**src/rtl/seq_detect_param.sv**
```systemverilog
// Serial pattern detector with a loadable pattern, overlap control,
// a one-cycle registered match pulse and a saturating match counter.
module seq_detect_param #(
  parameter int PAT_WIDTH = 4,
  parameter int CNT_WIDTH = 8
) (
  input  logic                 clk,
  input  logic                 Reset,
  input  logic                 Din,
  input  logic                 Din_valid,
  input  logic [PAT_WIDTH-1:0] pattern,
  input  logic                 pat_load,
  input  logic                 overlap,
  input  logic                 cnt_clr,
  output logic                 Dout,
  output logic [CNT_WIDTH-1:0] match_count,
  output logic                 busy
);

  localparam int FW = $clog2(PAT_WIDTH + 1);
  localparam logic [FW-1:0] FULL = FW'(PAT_WIDTH);
  localparam logic [FW-1:0] LAST = FW'(PAT_WIDTH - 1);

  typedef enum logic [1:0] {
    IDLE,
    FILL,
    ARMED
  } state_t;

  state_t                 state_q, state_d;
  logic [PAT_WIDTH-1:0]   win_q, win_d;
  logic [PAT_WIDTH-1:0]   pat_q, pat_d;
  logic [FW-1:0]          fill_q, fill_d;
  logic                   dout_q, dout_d;
  logic [CNT_WIDTH-1:0]   cnt_q, cnt_d;

  logic [PAT_WIDTH-1:0]   win_nx;
  logic                   take;
  logic                   hit;

  assign win_nx = {win_q[PAT_WIDTH-2:0], Din};
  assign take   = Din_valid && !pat_load && (state_q != IDLE);
  // The incoming bit completes a full window once PAT_WIDTH-1 bits are held.
  assign hit    = take && (fill_q >= LAST) && (win_nx == pat_q);

  always_comb begin
    state_d = state_q;
    win_d   = win_q;
    pat_d   = pat_q;
    fill_d  = fill_q;
    dout_d  = 1'b0;
    cnt_d   = cnt_q;

    if (pat_load) begin
      pat_d   = pattern;
      win_d   = '0;
      fill_d  = '0;
      state_d = FILL;
    end else if (hit) begin
      dout_d = 1'b1;
      if (cnt_q != '1) begin
        cnt_d = cnt_q + CNT_WIDTH'(1);
      end
      if (overlap) begin
        win_d   = win_nx;
        fill_d  = FULL;
        state_d = ARMED;
      end else begin
        win_d   = '0;
        fill_d  = '0;
        state_d = FILL;
      end
    end else if (take) begin
      win_d = win_nx;
      if (fill_q != FULL) begin
        fill_d = fill_q + FW'(1);
      end
      state_d = (fill_d == FULL) ? ARMED : FILL;
    end

    if (cnt_clr) begin
      cnt_d = '0;
    end
  end

  always_ff @(posedge clk) begin
    if (Reset) begin
      state_q <= IDLE;
      win_q   <= '0;
      pat_q   <= '0;
      fill_q  <= '0;
      dout_q  <= 1'b0;
      cnt_q   <= '0;
    end else begin
      state_q <= state_d;
      win_q   <= win_d;
      pat_q   <= pat_d;
      fill_q  <= fill_d;
      dout_q  <= dout_d;
      cnt_q   <= cnt_d;
    end
  end

  assign Dout        = dout_q;
  assign match_count = cnt_q;
  assign busy        = (state_q == FILL) || (state_q == ARMED);

endmodule

```
**config.mk**
```make
export PLATFORM = sky130hd
export DESIGN_NAME = seq_detect_param
export DESIGN_NICKNAME = d
export VERILOG_FILES = /design/src/rtl/seq_detect_param.sv
export SDC_FILE = /design/constraint.sdc
export NUM_CORES = 1
export LEC_CHECK = 0
export ABC_CLOCK_PERIOD_IN_PS = 2180
export CELL_PAD_IN_SITES_DETAIL_PLACEMENT = 0
export CELL_PAD_IN_SITES_GLOBAL_PLACEMENT = 1
export CORE_ASPECT_RATIO = 0.5
export CORE_MARGIN = 10
export CORE_UTILIZATION = 40
export CTS_CLUSTER_SIZE = 25
export DETAILED_ROUTE_END_ITERATION = 16
export DONT_BUFFER_PORTS = 1
export MAX_ROUTING_LAYER = met4
export PLACE_DENSITY = 0.72
export SLEW_MARGIN = 20
export SYNTH_ARGS = -nofsm -noshare
export SYNTH_HDL_FRONTEND = slang
export SYNTH_SLANG_ARGS = --single-unit
export TNS_END_PERCENT = 100
```
**constraint.sdc**
```tcl
create_clock -name clk -period 2.18 [get_ports clk]
set_input_delay 0.545 -clock clk [delete_from_list [all_inputs] [get_ports clk]]
set_output_delay 0.545 -clock clk [all_outputs]
set_load 0.01 [all_outputs]
```
# Word-level counts from Yosys, hierarchy flattened
# Cells that the tools add are included.
[classes]
n_mux = 16
order_cmp = 1
eq_ne = 6
n_reduce_logical = 12
addsub = 2
bitwise = 1
[op_table]
columns = ["cell", "count"]
rows = [
  ["$mux W3", 10],
  ["$add A8 B1 Y8 const B", 1],
  ["$mux W2", 4],
  ["$ne A8 B8 Y1 const B", 1],
  ["$eq A4 B4 Y1", 1],
  ["$logic_and A1 B1 Y1", 4],
  ["$reduce_bool A2 Y1", 2],
  ["$reduce_or A2 Y1", 2],
  ["$add A3 B1 Y3 const B", 1],
  ["$eq A3 B3 Y1 const B", 1],
  ["$ge A3 B2 Y1 const B", 1],
  ["$ne A3 B3 Y1 const B", 1],
  ["$reduce_and A3 Y1", 1],
  ["$reduce_bool A3 Y1", 1],
  ["$eq A2 B1 Y1 const B", 1],
  ["$eq A2 B2 Y1 const B", 1],
  ["$mux W1", 2],
  ["$logic_not A1 Y1", 1],
  ["$logic_or A1 B1 Y1", 1],
  ["$not A1 Y1", 1],
]
[word_totals]
output_inout_bits = 10
input_bits = 11
elab_cells = 45
ff_bits = 21

# Longest topological paths before layout
[depth]
ltp_word = 12
mapped_depth = 7
mapped_depth_nobuf = 7

# Worst setup path after synthesis
# No wires, ideal clock.
[synth_timing]
path_type = "input port to flip-flop"
start = "in Din"
end = "reg cnt_q[7], in the netlist match_count[7]"
setup_ns = 0.070
arrival_ns = 1.918
t_required_ns = 2.110
path_buffers = 0
path_stages = 5
path_slack_ns = 0.192
path_cell_list = "xor2_1 > or4_4 > or2_1 > or3_1 > a21oi_1"
[synth_via]
elab_chain_cells = 3
[synth_rtl]
columns = ["item", "line_no", "text"]
rows = [
  ["start, declared", "9", "input logic Din,"],
  ["$eq A4 B4 Y1", "44", "assign hit = take && (fill_q >= LAST) && (win_nx == pat_q);"],
  ["$logic_and A1 B1 Y1", "44", ""],
  ["$reduce_and A3 Y1 (no line)", "--", ""],
  ["end signal, assigned", "100", "cnt_q <= cnt_d;"],
  ["end, declared", "35", "logic [CNT_WIDTH-1:0] cnt_q, cnt_d;"],
]
# Every way passes these cells.
# A chain may end at the register's enable or synchronous reset.

# Final worst setup path
[layout_timing]
start = "reg pat_q[0]"
end = "reg cnt_q[7], in the netlist match_count[7]"
[layout_via]
elab_chain_cells = 3
[layout_rtl]
columns = ["item", "line_no", "text"]
rows = [
  ["start, declared", "32", "logic [PAT_WIDTH-1:0] pat_q, pat_d;"],
  ["start signal, assigned", "97", "pat_q <= pat_d;"],
  ["$eq A4 B4 Y1", "44", ""],
  ["$logic_and A1 B1 Y1", "44", ""],
  ["$reduce_and A3 Y1 (no line)", "--", ""],
]
# Every way passes these cells.

==> impl_metrics.toml <==
[status]
outcome = "completed"

[pwr]
power_per_cell_area_nw_per_um2 = 586
power_uw = 701
seqPwrFrac_pct = 56.3
power_frac_comb_pct = 7.8
ir_drop_mv = 0.288
p_clk_share_pct = 36.0
p_leak_nw = 0.448
switching_share_pct = 22.2
switching_power_uw = 156
p_int_uw = 546

[synth]
synth_top_family_by_area = "simple AND/OR/NAND/NOR gates"
synth_edf_count = 0
synthTopCellsByArea = "dfxtp_1 (38%), ha_1 (5.7%), nor2_1 (4.8%)"
yosys-mux-area-fraction_pct = 4.55
synthAdderAreaFrac_pct = 5.69
ys_ff_latch = 21
synth_compound_area_share_pct = 11.7
synth-simple-area-share_pct = 28.0
netlist.top_cell.by_area = "dfxtp_1"
synth_top_flop_cell = "dfxtp_1"
synth_common_cells = "dfxtp_1 (21), nor2_1 (14), nand2_1 (9)"
avgSynthCellArea_um2 = 8.73
syn-num-nets = 142
syn_inst = 126
syn_area_um2 = 1100
yosys_warnings = 0
yosysTopAreaCellShare_pct = 38.2
yosysSeqAreaShare_pct = 38.2
ys_async_sr_fraction_pct = 0
synth.distinct_cells = 36
synth_xor_area_share_pct = 7.96
synth.most_common_cell = "dfxtp_1"

[worst_setup_path]
slowest_stage = "or4_4"
cpPeakStageDelay_ns = 0.58
cp_max_fo = 7
path_delay_family = "simple AND/OR/NAND/NOR gates"
r2r_start = "pat_q[0]$_SDFFE_PP0P_"
cp_num_buf_inv = 0
arrival_ns = 2.10
cp_cell_sequence = "xor2_1 -> or4_4 -> or2_1 -> or3_1 -> a21oi_1"
r2r_slack_ns = 0.27
cp_data_required_time_ns = 2.37
cp-start-kind = "register"
end_kind = "register"
path_class = "register to register"
reg2reg_depth = 5
timing.rr.end = "match_count[7]$_SDFFE_PP0P_"

[clock_network]
cts_tree = "yes"
cts_buffers = 3
clk_pin_slew_ns = 0.07
ctsResizeCount = 0
clock_latency_ns = 0.26
htree_levels = 1
cts-root-buf = "clkbuf_8"
holdBufCountCts = 0
clock_path_buffers = 2
cts.sinks = 21
cts_setup_buffers = 0

[routing]
wl_per_cell_um = 13.9
via_count = 887
dr.first_iter.drc_count = 21
vias_per_cell = 5.31
drc = 0
wl_um = 2330
antenna_left = 0
drtPass1Iterations = 4

[floorplanning]
ios = 21
start_util_pct = 42.3
core.rowCount = 13
die_x_um = 94.2
dieArea_um2 = 5370
dieHeight_um = 57.1
core_um2 = 2600

[global_route]
grt_max_degree = 12
grt_pass1_vias = 829
antenna_found_initial = 0
grt_util_all_layers_pct = 9.47
overflow = 0
grt_pass1_wl_um = 4000

[cells_and_area]
drive_gt1_share_pct = 8.46
fill_cells = 275
area_growth_syn_to_layout_pct = 8.87
diodes = 0
final_area_um2 = 1200
nets = 147
utilization_pct = 46.0

[hold_path]
min_path_cells = 1
holdPathEnd = "pat_q[1]$_SDFFE_PP0P_"
hp-start = "Reset"
hold_class = "input port to register"

[sta]
drv_slew = 0
fin_crit_ns = 1.91
fmax_mhz = 524
rsz0062_at_grt = "no"
relSlewSlack_pct = 69.3
hold_violations = 0
setup-violations-final = 0
fin_ws_ns = 0.271
skew_ns = 0.00138
setup_tns_ns = 0
fin_crit_sh_pct = 87.6
worst_slew_pin_slew_ns = 0.457

[job]
cap_viol_max_count = 0

[place]
post_dp_cell_area_um2 = 1150
place_worst_setup_slack_ns = 0.0984
port_buffers = 0
dpl.hpwl_um = 1870
gp_congestion = 0.791
==> worst max path at each step <==
| stage | from | end | slack, ns | cells past startpoint |
|---|---|---|---|---|
| 6_report | pat_q[0]$_SDFFE_PP0P_ | match_count[7]$_SDFFE_PP0P_ | 0.27 | 5 |
| 5_1_grt | fill_q[1]$_SDFFE_PP0P_ | fill_q[2]$_SDFFE_PP0P_ | 0.09 | 7 |
| 3_5_place_dp | Din | match_count[7]$_SDFFE_PP0P_ | 0.1 | 5 |
| 2_1_floorplan | Din | match_count[7]$_SDFFE_PP0P_ | 0.19 | 5 |
| 4_1_cts | pat_q[0]$_SDFFE_PP0P_ | match_count[7]$_SDFFE_PP0P_ | 0.26 | 5 |
| 3_3_place_gp | Din | match_count[7]$_SDFFE_PP0P_ | 0.13 | 5 |
==> placed cells by master, fill, tap and decap left out <==
cell	count
o211ai_2	1
or4_4	1
and3_1	1
buf_4	3
nor2_1	14
a21oi_1	3
inv_1	7
a221oi_1	2
nand2b_1	3
a211oi_1	1
nor4_1	2
nand4_1	2
or2_1	1
o21ba_1	1
o31ai_1	2
nor3b_4	1
clkbuf_8	3
nand2_1	9
nor3_1	7
ha_1	5
o2111a_1	1
and4_1	1
xnor2_1	6
and2_1	3
dfxtp_1	21
o2111ai_1	1
a211o_1	1
o21ai_0	2
nor2b_1	1
or3_1	3
or2_2	2
xor2_1	4
nand3_1	7
mux2i_1	5
o22ai_1	2
clkbuf_1	1
==> power groups by stage <==
stage / logic (mW) / clock network [mW] / registers (mW)
after floorplan: 0.0469 / 0 / 0.403
after global placement: 0.0547 / 0 / 0.403
after detailed placement: 0.0549 / 0 / 0.404
after CTS: 0.0551 / 0.268 / 0.395
after global routing: 0.0626 / 0.279 / 0.395
final: 0.0544 / 0.252 / 0.395
==> registers in the layout (all words and copies together), names as in the netlist <==
name	count
Dout	1
fill_q	3
match_count	8
pat_q	4
state_q	2
win_q	3
==> layout make-up <==
class                      instances  area [um^2]  area share (%)
multi-input combinational         95          637            53.2
sequential                        21          420            35.1
tap                               37         46.3            3.87
clock buffer                       4         45.0            3.76
inverter                           7         26.3            2.19
timing repair buffer               3         22.5            1.88
==> logic make-up (layout without fill, tap and decap cells) <==
| logic type | after synthesis | after routing |
|---|---|---|
| AO/OA/AOI/OAI | 17 | 17 |
| multiplexers | 5 | 5 |
| adder cells (fa/ha/maj) | 5 | 5 |
| XOR/XNOR | 10 | 10 |
| AND/OR/NAND/NOR | 58 | 58 |
| buffers and inverters | 10 | 14 |
| flip-flops | 21 | 21 |
==> per-layer routing <==
layer | track usage, % | wire length (um)
met5 | - | 0
met4 | 2.58 | 8
met3 | 5.22 | 243
met1 | 12.1 | 1200
met2 | 12.4 | 877
==> stage by stage <==
| stage | cells | hold slack (ns) |
|---|---|---|
| 6_report | 167 | 0.347 |
| 5_1_grt | 167 | 0.333 |
| 4_1_cts | 167 | 0.338 |
| 3_5_place_dp | 163 | 0.479 |
| 3_3_place_gp | 163 | 0.465 |
| 2_1_floorplan | 126 | 0.457 |
Power figures use the tool's default switching activity.
